## src/rtl/pacessor_pkg.sv

```systemverilog
// Shared definitions for the run-control / program-load sequencer and its program memory.
package pacessor_pkg;

    localparam int ADDR_W = 6;
    localparam int INST_W = 32;
    localparam logic [7:0] BR_OPCODE = 8'h20;

    typedef enum logic [2:0] {
        ST_IDLE = 3'd0,
        ST_LOAD = 3'd1,
        ST_BOOT = 3'd2,
        ST_RUN  = 3'd3,
        ST_HALT = 3'd4,
        ST_STEP = 3'd5
    } seq_state_e;

    // Unconditional branch to the current fetch address: the PC holds and nothing is written back.
    function automatic logic [INST_W-1:0] branch_to_self(input logic [ADDR_W-1:0] pc);
        return {BR_OPCODE, 2'b00, pc, 16'h0000};
    endfunction

endpackage

```

## src/rtl/prog_ram.sv

```systemverilog
// Byte-wide program memory: one synchronous write port and a 4-byte wrapping combinational read port.
module prog_ram
    import pacessor_pkg::*;
#(
    parameter int MEM_DEPTH = 64
) (
    input  logic              clk,
    input  logic              we,
    input  logic [ADDR_W-1:0] waddr,
    input  logic [7:0]        wdata,
    input  logic [ADDR_W-1:0] raddr,
    output logic [INST_W-1:0] rdata
);

    logic [7:0]        mem_r [MEM_DEPTH];
    logic [ADDR_W-1:0] raddr1_s;
    logic [ADDR_W-1:0] raddr2_s;
    logic [ADDR_W-1:0] raddr3_s;

    // Byte write; contents are deliberately not reset so a reboot can rerun the last program.
    always_ff @(posedge clk) begin
        if (we) begin
            mem_r[waddr] <= wdata;
        end
    end

    // Big-endian word fetch; the address adds wrap naturally in ADDR_W bits.
    always_comb begin
        raddr1_s = raddr + ADDR_W'(1);
        raddr2_s = raddr + ADDR_W'(2);
        raddr3_s = raddr + ADDR_W'(3);
        rdata    = {mem_r[raddr], mem_r[raddr1_s], mem_r[raddr2_s], mem_r[raddr3_s]};
    end

endmodule

```

## src/rtl/prog_sequencer.sv

```systemverilog
// Run-control and program-load controller: loads program memory from a byte stream, sequences core
// reset, and implements halt/single-step by injecting a branch-to-self instead of gating the clock.
module prog_sequencer
    import pacessor_pkg::*;
#(
    parameter int MEM_DEPTH    = 64,
    parameter int BOOT_RST_CYC = 2
) (
    input  logic              clk,
    input  logic              rst_master_n,
    input  logic              ld_start,
    input  logic [6:0]        ld_len,
    input  logic [7:0]        ld_data,
    input  logic              ld_valid,
    output logic              ld_ready,
    input  logic              run,
    input  logic              step,
    input  logic [ADDR_W-1:0] add_o,
    output logic [INST_W-1:0] inst,
    output logic              core_rst,
    output logic [2:0]        state_o
);

    localparam int BC_W = $clog2(BOOT_RST_CYC + 1);

    seq_state_e        state_r;
    seq_state_e        next_state_s;
    logic [ADDR_W-1:0] cnt_r;
    logic [ADDR_W-1:0] len_m1_r;
    logic [BC_W-1:0]   boot_cnt_r;
    logic              core_rst_r;
    logic              ld_ready_r;
    logic              wr_en_s;
    logic              load_done_s;
    logic              boot_done_s;
    logic [INST_W-1:0] ram_word_s;

    // A byte arriving alongside ld_start is dropped: the restart takes precedence.
    assign wr_en_s     = (state_r == ST_LOAD) && ld_valid && ld_ready_r && !ld_start;
    assign load_done_s = wr_en_s && (cnt_r == len_m1_r);
    assign boot_done_s = (state_r == ST_BOOT) && (boot_cnt_r == BC_W'(BOOT_RST_CYC - 1));

    // Next-state selection; ld_start overrides every state.
    always_comb begin
        next_state_s = state_r;
        if (ld_start) begin
            next_state_s = ST_LOAD;
        end else begin
            case (state_r)
                ST_IDLE: next_state_s = run ? ST_BOOT : ST_IDLE;
                ST_LOAD: next_state_s = load_done_s ? ST_BOOT : ST_LOAD;
                ST_BOOT: begin
                    if (boot_done_s) begin
                        next_state_s = run ? ST_RUN : ST_HALT;
                    end else begin
                        next_state_s = ST_BOOT;
                    end
                end
                ST_RUN:  next_state_s = run ? ST_RUN : ST_HALT;
                ST_HALT: begin
                    if (run) begin
                        next_state_s = ST_RUN;
                    end else if (step) begin
                        next_state_s = ST_STEP;
                    end else begin
                        next_state_s = ST_HALT;
                    end
                end
                ST_STEP: next_state_s = ST_HALT;
                default: next_state_s = ST_IDLE;
            endcase
        end
    end

    // State, counters and registered control outputs (decoded from the next state so they align with it).
    always_ff @(posedge clk or negedge rst_master_n) begin
        if (!rst_master_n) begin
            state_r    <= ST_IDLE;
            cnt_r      <= {ADDR_W{1'b0}};
            len_m1_r   <= {ADDR_W{1'b0}};
            boot_cnt_r <= {BC_W{1'b0}};
            core_rst_r <= 1'b1;
            ld_ready_r <= 1'b0;
        end else begin
            state_r    <= next_state_s;
            core_rst_r <= !((next_state_s == ST_RUN) || (next_state_s == ST_HALT) ||
                            (next_state_s == ST_STEP));
            ld_ready_r <= (next_state_s == ST_LOAD);
            // ld_len of 0 truncates to a last index of 63, i.e. a full 64-byte load.
            if (ld_start) begin
                cnt_r    <= {ADDR_W{1'b0}};
                len_m1_r <= ADDR_W'(ld_len - 7'd1);
            end else if (load_done_s) begin
                cnt_r    <= {ADDR_W{1'b0}};
                len_m1_r <= len_m1_r;
            end else if (wr_en_s) begin
                cnt_r    <= cnt_r + ADDR_W'(1);
                len_m1_r <= len_m1_r;
            end else begin
                cnt_r    <= cnt_r;
                len_m1_r <= len_m1_r;
            end
            if ((state_r == ST_BOOT) && !boot_done_s && !ld_start) begin
                boot_cnt_r <= boot_cnt_r + BC_W'(1);
            end else begin
                boot_cnt_r <= {BC_W{1'b0}};
            end
        end
    end

    prog_ram #(
        .MEM_DEPTH (MEM_DEPTH)
    ) u_prog_ram (
        .clk   (clk),
        .we    (wr_en_s),
        .waddr (cnt_r),
        .wdata (ld_data),
        .raddr (add_o),
        .rdata (ram_word_s)
    );

    // Instruction mux: the real fetch path is combinational from add_o so the core sees no extra latency.
    always_comb begin
        case (state_r)
            ST_RUN, ST_STEP: inst = ram_word_s;
            ST_HALT:         inst = branch_to_self(add_o);
            default:         inst = {INST_W{1'b0}};
        endcase
    end

    assign ld_ready = ld_ready_r;
    assign core_rst = core_rst_r;
    assign state_o  = state_r;

endmodule

```

## config.mk

```make
export PLATFORM = sky130hd
export DESIGN_NAME = prog_sequencer
export DESIGN_NICKNAME = d
export VERILOG_FILES = /design/src/rtl/pacessor_pkg.sv /design/src/rtl/prog_ram.sv /design/src/rtl/prog_sequencer.sv
export SDC_FILE = /design/constraint.sdc
export NUM_CORES = 1
export LEC_CHECK = 0
export CORE_MARGIN = 2
export CORE_UTILIZATION = 29
export CTS_CLUSTER_SIZE = 24
export DETAILED_ROUTE_END_ITERATION = 6
export DONT_BUFFER_PORTS = 1
export PLACE_DENSITY_LB_ADDON = 0.3
export SKIP_LAST_GASP = 1
export SYNTH_ARGS = -nofsm -noshare
export SYNTH_HDL_FRONTEND = slang
export SYNTH_SLANG_ARGS = --single-unit
```

## constraint.sdc

```tcl
create_clock -name clk -period 9 [get_ports clk]
set_input_delay 0.9 -clock clk [delete_from_list [all_inputs] [get_ports clk]]
set_output_delay 0.9 -clock clk [all_outputs]
set_load 0.01 [all_outputs]
```

==> flow_summary_export.csv <==
group,metric,value,unit
run_status,status,"finished with violations",
run_status,failed_checks,"max-capacitance violations, max-slew violations",
pwr,ir_worst_vdd,176.2,µV
grt,grt_pass1_wl,174500,µm
cts,clockBufferDepth,3,
pwr,comb_power_share,0.154,
floorplanning,io_pins,64,
route,vias,23260,
grt,grt_max_degree,442,
sta,final.min_clock_period,7.841,ns
sta,slew_headroom,-0.4726,
pwr,p_leak,11.71,nW
sta,tns,0,ns
finish,drive_gt1_frac,0.3355,
cts,cts_htree_levels,2,
sta,finClkSkew,0.02351,ns
pwr,clkPwrFrac,0.400,
synthesis,synthArstFlopShare,0.03578,
hold_path,hold_class,"input pin to async pin",
finish,num-fill-cells,11140,
grt,grt_pass1_vias,22520,
worst_setup_path,r2r-start,"state_o[2]$_DFF_PN0_",
sta,hold_slack,0.08411,ns
grt,gr-total-overflow,0,
place,gp_congestion,0.9377,
route,drt_pass1_iterations,6,
cts,cts_setup_buffers,0,
synthesis,ys_types,69,
sta,drv_slew,228,
sta,worst_pin_slew,2.209,ns
pwr,p_int,0.004551,W
floorplanning,core_area,0.1160,mm²
cts,cts-resized-gates,0,
sta,period_share,0.8712,
synthesis,synth_edf_count,512,
synthesis,synth_fp_nets,2164,
worst_setup_path,worst-r2r-setup-slack,5.66,ns
synthesis,avgSynthCellArea,15.93,µm²
worst_setup_path,arrival,6.94,ns
pwr,swShare,0.2551,
sta,rsz0062_at_grt,"false",
cts,cts_buffers,61,
sta,max_freq,127.5,MHz
place,dp.cells,3534,
pwr,powerDensity,163.0,mW/mm²
route,antenna_left,0,
floorplanning,dieWidth,346.1,µm
finish,postLayoutCoreUtil,0.3230,
floorplanning,die_h,346.1,µm
synthesis,ys_seq_area_frac,0.4672,
grt,grt_usage,0.2039,
worst_setup_path,r2r-end,"u_prog_ram.mem_r[54][0]$_DFFE_PP_",
worst_setup_path,crit_fanout,441,
floorplanning,placementRows,125,
pwr,power_frac_seq,0.447,
cts,clkSlewWorstSetupHoldPaths,0.06,ns
pwr,switchingPower,0.001558,W
route,wirelength,124900,µm
sta,setup_viol,0,
cts,cts_tree,"yes",
route,drc_errors,0,
finish,fin_cells,3649,
floorplanning,dieArea,0.1198,mm²
synthesis,mappedNetlistArea,0.03393,mm²
worst_setup_path,start_kind,"input pin",
cts,clock_latency,0.67,ns
sta,finalHoldViolCount,0,
finish,multi_input_area,0.01712,mm²
grt,antenna_found_initial,3,
route,routed_via_density,6.374,
place,io_buffers,0,
place,dp_hpwl,80740,µm
cts,cts_num_sinks,531,
run,maxCapViolations,1,
synthesis,synthCells,2130,
finish,n_antenna_cell,0,
finish,area_delta_synth_final,10.46,%
worst_setup_path,reg2regPathDepth,5,
finish,finalNetCount,2108,
synthesis,ys.flop_type,"edfxtp_1",
synthesis,synth_seq_cells,531,
worst_setup_path,crit_type,"input pin to output port",
worst_setup_path,cp.required,8.10,ns
floorplanning,initial_core_util,0.2924,
route,drtIter0Drc,3577,
route,post_drt_wl_per_cell,34.24,µm
cts,cts_hold_buf,1,
worst_setup_path,end_kind,"output port",
finish,regArea,0.01585,mm²
synthesis,yosysWarnings,0,
cts,root_buffer,"clkbuf_16",
-- cells in the final DEF, fill, tap and decap left out, types with 5 or more instances in the layout --
cell type / n
mux2_2: 29
nand2_1: 174
xnor2_1: 10
edfxtp_1: 512
nor2b_1: 13
dfrtp_1: 18
nor2_1: 82
xor2_1: 7
a31oi_1: 10
a32oi_1: 18
and2_1: 16
a21oi_1: 38
mux2i_1: 165
mux4_2: 466
a311oi_1: 5
nand4_1: 22
clkbuf_16: 63
ha_1: 5
nor3_2: 20
o21ai_0: 35
inv_1: 6
clkinv_2: 10
clkbuf_1: 15
a211oi_1: 48
clkinv_1: 15
nand3_1: 49
mux4_1: 12
o2111ai_1: 13
o22ai_1: 23
o31ai_1: 5
nor3_1: 22
nand3b_1: 7
a22oi_1: 14
buf_4: 80
-- state kept, by name (all words and copies together), names as in the netlist --
name and count:
core_rst 1, u_prog_ram.mem_r 512, cnt_r 6, state_o 3
len_m1_r 6, boot_cnt_r 2, ld_ready 1
-- kinds of logic after synthesis --
| group | after synthesis | share of synthesized area |
|---|---|---|
| adders and majority gates | 7 | 0.002581 |
| buffers and inverters | 210 | 0.03628 |
| muxes | 672 | 0.3769 |
| xor gates and xnor gates | 28 | 0.007781 |
| and+or+nand+nor | 434 | 0.05859 |
| AOI/OAI and AO/OA | 248 | 0.05070 |
| DFF | 531 | 0.4672 |
-- metrics by stage --
step           power (W)  setup WS, ns  cell area (µm²)
6_report        0.006109         1.159            37480
5_1_grt         0.006255         2.326            37480
4_1_cts         0.006116         2.640            37480
3_5_place_dp    0.003689         2.658            35530
3_3_place_gp    0.003685         2.767            35530
2_1_floorplan   0.003479         3.880            33930
-- per-layer routing --
layer / vias to the layer above / track usage / part of all wire / wire length (µm)
li1: 8963 / - / - / -
met4: 6 / 0.09028 / 0.049 / 6099
met3: 291 / 0.07466 / 0.13 / 16680
met1: 12260 / 0.2605 / 0.37 / 46500
met5: - / 0.009604 / 0.0014 / 177
met2: 1741 / 0.3085 / 0.44 / 55460
-- synthesized netlist by cell type, types with 16 or more instances --
library cell	n	area, µm²
nor2_1	84	315.3
mux2_2	29	326.6
buf_6	17	191.4
o21ai_0	35	175.2
edfxtp_1	512	15370
dfrtp_1	18	450.4
nand2_1	174	653.1
mux4_2	466	10500
clkbuf_1	51	191.4
buf_4	29	217.7
a32oi_1	18	157.7
o22ai_1	23	143.9
mux2i_1	165	1652
nand4_1	22	137.6
a211oi_1	48	360.4
nand3_1	49	245.2
and2_1	16	100.1
buf_2	81	405.4
a21oi_1	41	205.2
nor3_1	41	205.2
-- worst max-delay path by stage --
stage	from	to	slack, ns	depth (start not counted)
CTS	add_o[0]	inst[1]	2.64	8
global placement	add_o[0]	inst[1]	2.77	8
floorplan	add_o[0]	inst[4]	3.88	11
global route	add_o[0]	inst[5]	2.33	9
finish	add_o[0]	inst[5]	1.16	9
detailed placement	add_o[0]	inst[1]	2.66	8
-- worst max-delay path, stage by stage --
cell,delay [ns]
inv_6,1.39
ha_4,0.56
buf_4,0.68
buf_4,0.64
mux4_2,0.59
nand2_1,0.11
a32oi_1,0.13
nand3_1,0.44
nand4_1,0.34
-- cell type report --
| type | count | share of cell area |
|---|---|---|
| Tap cell | 1524 | 0.05087 |
| Multi-Input combinational cell | 1389 | 0.4567 |
| Clock inverter | 33 | 0.007010 |
| Sequential cell | 531 | 0.4229 |
| Inverter | 9 | 0.001035 |
| Clock buffer | 81 | 0.04467 |
| Timing Repair Buffer | 82 | 0.01682 |
-- power by group through the flow --
| stage | clock network [W] | registers [W] | logic, W |
|---|---|---|---|
| 6_report | 0.00244 | 0.00273 | 0.000938 |
| 5_1_grt | 0.00257 | 0.00273 | 0.000953 |
| 4_1_cts | 0.00247 | 0.00273 | 0.000914 |
| 3_5_place_dp | 0 | 0.00278 | 0.000908 |
| 3_3_place_gp | 0 | 0.00278 | 0.000905 |
| 2_1_floorplan | 0 | 0.00278 | 0.000703 |
(Power assumes the default switching activity.)
